[config.mk]
export PLATFORM = sky130hd
export DESIGN_NAME = cart_rom_fetch
export DESIGN_NICKNAME = d
export VERILOG_FILES = /design/src/rtl/cart_rom_fetch.sv
export SDC_FILE = /design/constraint.sdc
export NUM_CORES = 1
export LEC_CHECK = 0
export ABC_CLOCK_PERIOD_IN_PS = 3700
export CORE_MARGIN = 2
export CORE_UTILIZATION = 45
export DETAILED_ROUTE_END_ITERATION = 8
export MAX_ROUTING_LAYER = met4
export PLACE_DENSITY = 0.79
export SLEW_MARGIN = 30
export SYNTH_ARGS = -nofsm -noshare
export SYNTH_HDL_FRONTEND = slang
export SYNTH_SLANG_ARGS = --single-unit
[constraint.sdc]
create_clock -name clk -period 3.7 [get_ports clk]
set_clock_uncertainty 0.15 [all_clocks]
set_input_delay 0.37 -clock clk [delete_from_list [all_inputs] [get_ports clk]]
set_output_delay 0.37 -clock clk [all_outputs]
set_load 0.05 [all_outputs]
[src/rtl/cart_rom_fetch.sv]
// cart_rom_fetch: strobe-driven SDRAM ROM byte fetch with wait stall, out-of-image FF, timeout abort; optional one-entry cache via CART_FETCH_CACHE_EN
module cart_rom_fetch #(
  parameter int TIMEOUT = 255
) (
  input  logic        clk,
  input  logic        reset,
  input  logic [24:0] rom_size,
  input  logic [24:0] mem_addr,
  input  logic        cs,
  input  logic        rd,
  output logic [7:0]  data,
  output logic        wait_n,
  output logic [24:0] sdram_addr,
  output logic        sdram_req,
  input  logic        sdram_ack,
  input  logic [7:0]  sdram_dout
);
  typedef enum logic [1:0] {IDLE, REQ, DONE} state_t;
  state_t state;
  logic prev;
  logic [7:0] cnt;
  logic act, start, in_range, hit;
  logic [7:0] hit_data;
  assign act = cs & rd;
  assign start = act & ~prev;
  assign in_range = mem_addr < rom_size;
  assign wait_n = !((start & in_range & !hit) | (state == REQ));
`ifdef CART_FETCH_CACHE_EN
  logic c_valid;
  logic [24:0] c_tag;
  logic [7:0] c_data;
  logic [24:0] size_q;
  assign hit = c_valid & (c_tag == mem_addr);
  assign hit_data = c_data;
  always_ff @(posedge clk)
    if (reset) begin
      c_valid <= 1'b0;
      c_tag <= '0;
      c_data <= 8'hFF;
      size_q <= '0;
    end else begin
      if (state == REQ && sdram_ack) begin
        c_valid <= 1'b1;
        c_tag <= sdram_addr;
        c_data <= sdram_dout;
      end
      if (rom_size != size_q) c_valid <= 1'b0;
      size_q <= rom_size;
    end
`else
  assign hit = 1'b0;
  assign hit_data = 8'hFF;
`endif
  always_ff @(posedge clk)
    if (reset) begin
      state <= IDLE;
      data <= 8'hFF;
      sdram_req <= 1'b0;
      sdram_addr <= '0;
      prev <= 1'b0;
      cnt <= '0;
    end else begin
      prev <= act;
      case (state)
        IDLE:
          if (start) begin
            if (!in_range) begin
              data <= 8'hFF;
              state <= DONE;
            end else if (hit) begin
              data <= hit_data;
              state <= DONE;
            end else begin
              sdram_addr <= mem_addr;
              sdram_req <= 1'b1;
              cnt <= '0;
              state <= REQ;
            end
          end
        REQ:
          if (sdram_ack) begin
            data <= sdram_dout;
            sdram_req <= 1'b0;
            state <= DONE;
          end else if (cnt == 8'(TIMEOUT)) begin
            data <= 8'hFF;
            sdram_req <= 1'b0;
            state <= DONE;
          end else cnt <= cnt + 8'd1;
        default:
          if (!act) state <= IDLE;
      endcase
    end
endmodule

Word level (Yosys, flattened, before mapping) --
Index checks and enable logic that the tools add are counted.
Word-level totals: memory bits (writable) 0, memory bits (read-only) 0, input port bits 63, latch bits 0, flip-flop bits (word level) 45, memories kept 0, word-level logic and storage cells 51
Operators by class: shifts and indexed selects 0, bitwise gates (word level) 5, multiply operators 0, reductions and logical operators 8, equality and inequality tests 9, $add $sub $neg 1, $lt $le $gt $ge 1, mux-type cells 21, divide/modulo/power cells 0
Operator list (count):
- $mux 8 | 8
- $pmux 8 s2 | 2
- $lt 25x25->1 | 1
- $mux 2 | 5
- $ne 2x2->1 const B | 5
- $add 8x1->8 const B | 1
- $eq 8x8->1 const B | 1
- $reduce_and 4->1 | 2
- $reduce_and 3->1 | 2
- $reduce_and 5->1 | 1
- $mux 1 | 4
- $pmux 2 s2 | 1
- $and 1x1->1 | 3
- $ne 3x1->1 const B | 1
- $ne 3x2->1 const B | 1
- $eq 2x1->1 const B | 1
- $logic_not 2->1 | 1
- $pmux 1 s2 | 1
- $reduce_bool 2->1 | 1
- $logic_not 1->1 | 1
- $not 1->1 | 1
- $or 1x1->1 | 1

Logic depth before layout (Yosys ltp) --
Gate-level depths: netlist of run 1.
word-level depth 5, gate-level depth with buffers 9, mapped depth without buffers 8

Least setup slack after synthesis of run 1 --
No wires, ideal clock.
kind input port to output port, start in rom_size[11], end out wait_n, buffers on the path 0, required time 3.180 ns, arrival 1.941 ns, setup slack 1.239 ns, cell stages on the path 7, cells stage by stage inv_1 -> ha_1 -> and3_1 -> a221o_1 -> a22oi_2 -> o211ai_1 -> o31a_1
On the way: longest elaborated chain between the ends 4
RTL lines:
- start: declaration | line 7 | input logic [24:0] rom_size,
- $lt 25x25->1 | line 26 | assign in_range = mem_addr < rom_size;
- $and 1x1->1 | line 27 | assign wait_n = !((start & in_range & !hit) | (state == REQ));
- $or 1x1->1 | line 27
- $logic_not 1->1 | line 27
- end: declaration | line 12 | output logic wait_n,
No other way between the ends.

Final worst setup path of run 1 --
Same ends and word-level chain as after synthesis.

==> impl_metrics.yaml, run 1 <==
cells_and_area:
  fin_area_um2: 3810
  seq_area_um2: 901
  nets: 491
  drive_above_1_share_pct: 4.46
  n_fill_cell: 470
  fin_cells: 476
  antennaDiodeCount: 0
  area_growth_pct: 43.6
  multi_input_area_um2: 1550
timing:
  hold_viol_final: 0
  rsz0062_at_grt: "no"
  drv_slew: 0
  setup_violations: 0
  fin_crit_ps: 3080
  relSlewSlack_pct: 57.6
  min_period_over_period_pct: 83.3
  setup-tns-final_ps: 0
  fmax_ghz: 0.325
  worst_pin_slew_ps: 634
clock_network:
  numCtsBuffers: 5
  clk_pin_slew_worst_paths_ps: 80
  clock_path_buffers: 2
  postCtsResizedCells: 0
  cts_setup_buffers: 0
  postCtsHoldBufs: 0
  clock-root-buffer: "clkbuf_8"
  h-tree-depth: 2
  clk_latency_ps: 300
  clkSinkCount: 45
  cts_tree: "yes"
floorplanning:
  ioPinCount: 98
  dieWidth_um: 80.8
  core_area_um2: 5610
  die_h_um: 80.8
  fp-row-count: 27
  start_util_pct: 47.4
  die_area_um2: 6530
setup_path:
  worst_setup_path_end_kind: "output port"
  startpoint: "rom_size[11]"
  critPathKind: "in -> out"
  cp.required_ps: 3180
  cp_data_arrival_time_ps: 2560
  cp-start-kind: "input pin"
  r2r-start: "cnt[0]"
  critPathMaxFanout: 3
routing:
  totalWireLength_um: 6180
  via_per_inst: 5.09
  ant_nets: 0
  drc: 0
  dr.pass1.iters: 4
  wl_per_cell_um: 13.0
  dr.first_iter.drc_count: 94
  vias: 2423
synth:
  syn-num-nets: 396
  synth.top_cell.area_share_pct: 33.9
  synth_area_per_cell_um2: 8.62
  synth-edff-count: 0
  ys_seq_area_share_pct: 33.9
  yosysTopAreaCell: "dfxtp_1"
  synthTopCellsByCount: "nand2b_1, dfxtp_1, inv_1, mux2i_1, ha_1"
  yosysMostFrequentCell: "nand2b_1"
  yosys_warnings: 0
  netlist_area_um2: 2660
  netlist_instances: 308
  synth_ff_type: "dfxtp_1"
  async_reset_ff_share_pct: 0
  ys_seq_elements: 45
  synth_area_leaders: "dfxtp_1, nand2b_1, ha_1"
  synth_cell_type_count: 42
outcome:
  status: "finished, final reports clean"
placed_design:
  dp_hpwl_um: 4920
  io_buffers: 97
  postPlaceCellArea_um2: 3690
  dp_cells: 468
  gp_congestion: 0.833
power_and_ir_drop:
  ir_worst_vdd_mv: 0.209
  p_per_area_nw_per_um2: 314
  power.leakage_nw: 1.59
global_route:
  use_met1_pct: 25.1
  gr-total-overflow: 0
  grtUsageTotal_pct: 20.5
  antenna_found_initial: 0
  met2_usage_pct: 33.3
  use_met3_pct: 3.89
  grt_max_degree: 50
  grt_pass1_vias: 2293
  top_usage_layer: "met2"
  grt_first_pass_wirelength_um: 10200
worst_hold_path:
  min_path_type: "reg -> reg"
  hp-start: "data[2]"
run:
  cap_violations: 0
## layout make-up
cell class              count  share of cell area, %
well taps                  72                   2.36
flip-flops and latches     45                   23.6
repair buffers            100                   26.6
inverters                  37                   3.64
clock buffers               6                   2.16
multi-input cells         214                   40.6
clock inverters             2                  0.984
## path summary, 6_finish.rpt
kind / to / slack [ps] / depth (start not counted)
setup / recovery: wait_n / 620 / 9
hold / removal: data[2] / 300 / 2
setup reg to reg: data[5] / 1370 / 7
hold reg to reg: data[2] / 300 / 2
## cell families (layout without fill, tap and decap cells)
family | count (synthesis) | count (layout) | share of synthesized area (%)
compound gates | 50 | 50 | 12.2
buf+inv | 49 | 145 | 7.77
mux | 26 | 26 | 9.80
fa+ha+maj | 25 | 25 | 11.8
flops | 45 | 45 | 33.9
simple gates | 112 | 112 | 24.3
xor+xnor | 1 | 1 | 0.330
## layout by cell type (no fill, tap or decap), types with 2 or more instances in the layout
master and n:
ha_1 25, nand2b_1 52, buf_4 2, o22ai_1 2
clkdlybuf4s50_1 96, nor3_1 8, clkbuf_8 6, nand3b_1 4
dfxtp_1 45, or3_1 2, o21ai_1 2, a41oi_1 2
mux2i_1 26, inv_1 37, a21o_1 2, nor2_1 19
nand2_1 8, a21oi_1 21, o21ai_0 8, nand4_1 6
nand3_1 5, buf_12 2, o31a_1 2
## per-layer routing
layer / wire length, um / vias up
li1: - / 1241
met1: 2800 / 1094
met2: 2880 / 74
met3: 335 / 14
met4: 165 / 0
met5: 0 / -
## through the flow
stage | power, mW | hold slack [ps] | worst slack (ps) | util [%]
finish | 1.20 | 296 | 618 | 68.0
global route | 1.25 | 325 | 474 | 68.0
detailed placement | 0.819 | 288 | 551 | 65.9
global placement | 0.813 | 285 | 626 | 65.9
floorplan | 0.689 | 328 | 1240 | -
CTS | 1.21 | 301 | 606 | 68.0
## critical path, cell delays in order
cell and delay [ps]:
clkdlybuf4s50_1 450, inv_1 40, ha_1 300, and3_1 200, a221o_1 360, a22oi_2 210
o211ai_1 160, o31a_1 310, buf_12 160
## sequential cells by signal, summed over array words and instances (netlist names)
| name | cells |
|---|---|
| state | 2 |
| data | 8 |
| prev | 1 |
| sdram_req | 1 |
| sdram_addr | 25 |
| cnt | 8 |
## power by group
part	internal, mW	switching [mW]
clock	0.220	0.170
sequential	0.500	0.0109
combinational	0.147	0.149
total	0.867	0.330
No activity file was read; power rests on OpenSTA's default activity.
==> run 2, diff against run 1 <==
--- a/config.mk
+++ b/config.mk
@@ -5,7 +5,7 @@
 export SDC_FILE = /design/constraint.sdc
 export NUM_CORES = 1
 export LEC_CHECK = 0
-export ABC_CLOCK_PERIOD_IN_PS = 3700
+export ABC_CLOCK_PERIOD_IN_PS = 3200
 export CORE_MARGIN = 2
 export CORE_UTILIZATION = 45
 export DETAILED_ROUTE_END_ITERATION = 8
==> constraint.sdc (replaced) <==
create_clock -name clk -period 3.2 [get_ports clk]
set_clock_uncertainty 0.15 [all_clocks]
set_input_delay 0.32 -clock clk [delete_from_list [all_inputs] [get_ports clk]]
set_output_delay 0.32 -clock clk [all_outputs]
set_load 0.05 [all_outputs]
==> impl_metrics.yaml, run 2 (synthesis results as in run 1) <==
cells_and_area:
  nets: 493
  antennaDiodeCount: 0
  largest_reg_flops: 25
  largest_register: "sdram_addr"
  final_cell_mix: "clkdlybuf4s50_1, nand2b_1, dfxtp_1"
  n_fill_cell: 491
  top_regs: "sdram_addr (25), cnt (8), data (8)"
  fin_area_um2: 3790
  drive_above_1_share_pct: 4.93
  final_common_cell: "clkdlybuf4s50_1"
  area_growth_pct: 42.6
global_route:
  grt_max_degree: 37
  grt_first_pass_wirelength_um: 10500
  gr-total-overflow: 0
  antenna_found_initial: 0
  grt_pass1_vias: 2353
  grtUsageTotal_pct: 21.1
setup_path:
  r2r-start: "cnt[0]"
  cp.required_ps: 2730
  critPathKind: "in -> out"
  r2r_cells: 8
  cp_data_arrival_time_ps: 2510
  worst_setup_path_end_kind: "output port"
  r2r_end: "data[3]"
  r2r_setup_slack_ps: 1030
  critPathMaxFanout: 3
  cp-start-kind: "input pin"
timing:
  setup-tns-final_ps: 0
  worst_pin_slew_ps: 535
  fmax_ghz: 0.336
  setup_violations: 0
  relSlewSlack_pct: 64.2
  fin_crit_ps: 2980
  min_period_over_period_pct: 93.1
  rsz0062_at_grt: "no"
  hold_slack_ps: 297
  drv_slew: 0
  hold_viol_final: 0
floorplanning:
  core_area_um2: 5610
  die_area_um2: 6530
  dieWidth_um: 80.8
  ioPinCount: 98
  die_h_um: 80.8
  fp-row-count: 27
  start_util_pct: 47.4
worst_hold_path:
  hp-start: "data[2]"
  holdPathEnd: "data[2]"
  hold_depth: 2
  min_path_type: "reg -> reg"
routing:
  dr.first_iter.drc_count: 158
  totalWireLength_um: 6380
  drc: 0
  vias: 2437
  via_per_inst: 5.10
  ant_nets: 0
  wl_per_cell_um: 13.3
  dr.pass1.iters: 4
placed_design:
  gp_congestion: 0.824
  io_buffers: 97
  postPlaceCellArea_um2: 3700
  dp_hpwl_um: 5060
run:
  cap_violations: 0
power_and_ir_drop:
  ir_worst_vdd_mv: 0.243
  power.leakage_nw: 1.58
  p_per_area_nw_per_um2: 344
clock_network:
  clkSinkCount: 45
  clk_latency_ps: 300
  numCtsBuffers: 5
  clk_pin_slew_worst_paths_ps: 90
  cts_setup_buffers: 0
  postCtsHoldBufs: 0
  h-tree-depth: 2
  clock_path_buffers: 2
  clock-root-buffer: "clkbuf_8"
  postCtsResizedCells: 0
  cts_tree: "yes"
outcome:
  status: "finished, final reports clean"
==> run 2: changes by cell type in the layout (fill, tap and decap cells not counted) <==
| cell | before | now |
|---|---|---|
| inv_6 | 0 | 1 |
| buf_12 | 2 | 1 |
| bufinv_16 | 1 | 0 |
| buf_4 | 2 | 5 |
| clkbuf_8 | 6 | 5 |
| clkinv_2 | 0 | 1 |
==> run 2: worst max-delay path, cell delays in order <==
cell	delay, ps
clkdlybuf4s50_1	450
inv_1	40
ha_1	300
and3_1	200
a221o_1	350
a22oi_2	200
o211ai_1	170
o31a_1	310
buf_12	160
==> run 2: layout make-up <==
| cell class | count | area, um2 | area share (%) |
|---|---|---|---|
| multi-input cells | 214 | 1550 | 40.9 |
| repair buffers | 102 | 1020 | 26.9 |
| flip-flops and latches | 45 | 901 | 23.8 |
| inverters | 37 | 139 | 3.67 |
| well taps | 72 | 90.1 | 2.38 |
| clock buffers | 5 | 68.8 | 1.82 |
| clock inverters | 3 | 21.3 | 0.562 |
==> run 2: metrics by stage <==
| stage | power, mW | util, % | setup slack [ps] | cells |
|---|---|---|---|---|
| 3_5_place_dp | 0.947 | 65.9 | 108 | 470 |
| 5_1_grt | 1.37 | 67.5 | 94.6 | 478 |
| 6_report | 1.30 | 67.5 | 221 | 478 |
| 4_1_cts | 1.31 | 67.5 | 214 | 478 |
| 2_1_floorplan | 0.796 | - | 804 | 308 |
| 3_3_place_gp | 0.940 | 65.9 | 212 | 470 |
==> run 2: worst max path at each step <==
stage	startpoint	endpoint	slack (ps)	cells past startpoint
2_1_floorplan	rom_size[11]	sdram_addr[12]	800	9
3_3_place_gp	rom_size[24]	cnt[4]	210	10
3_5_place_dp	rom_size[24]	cnt[4]	110	10
4_1_cts	rom_size[11]	wait_n	210	9
5_1_grt	rom_size[12]	wait_n	90	9
6_report	rom_size[11]	wait_n	220	9
==> run 2: per-layer routing <==
metal	routed length [um]	global-route usage (%)	part of all wire (%)
met5	0	-	0
met4	127	8.64	2.0
met3	318	3.56	5.0
met2	3090	35.0	48
met1	2840	25.5	45
==> run 2: report_power, final <==
| group | total [mW] | switching, mW | leakage (nW) | internal [mW] |
|---|---|---|---|---|
| clock | 0.368 | 0.213 | 0.0445 | 0.155 |
| sequential | 0.591 | 0.0119 | 0.365 | 0.579 |
| combinational | 0.344 | 0.174 | 1.17 | 0.170 |
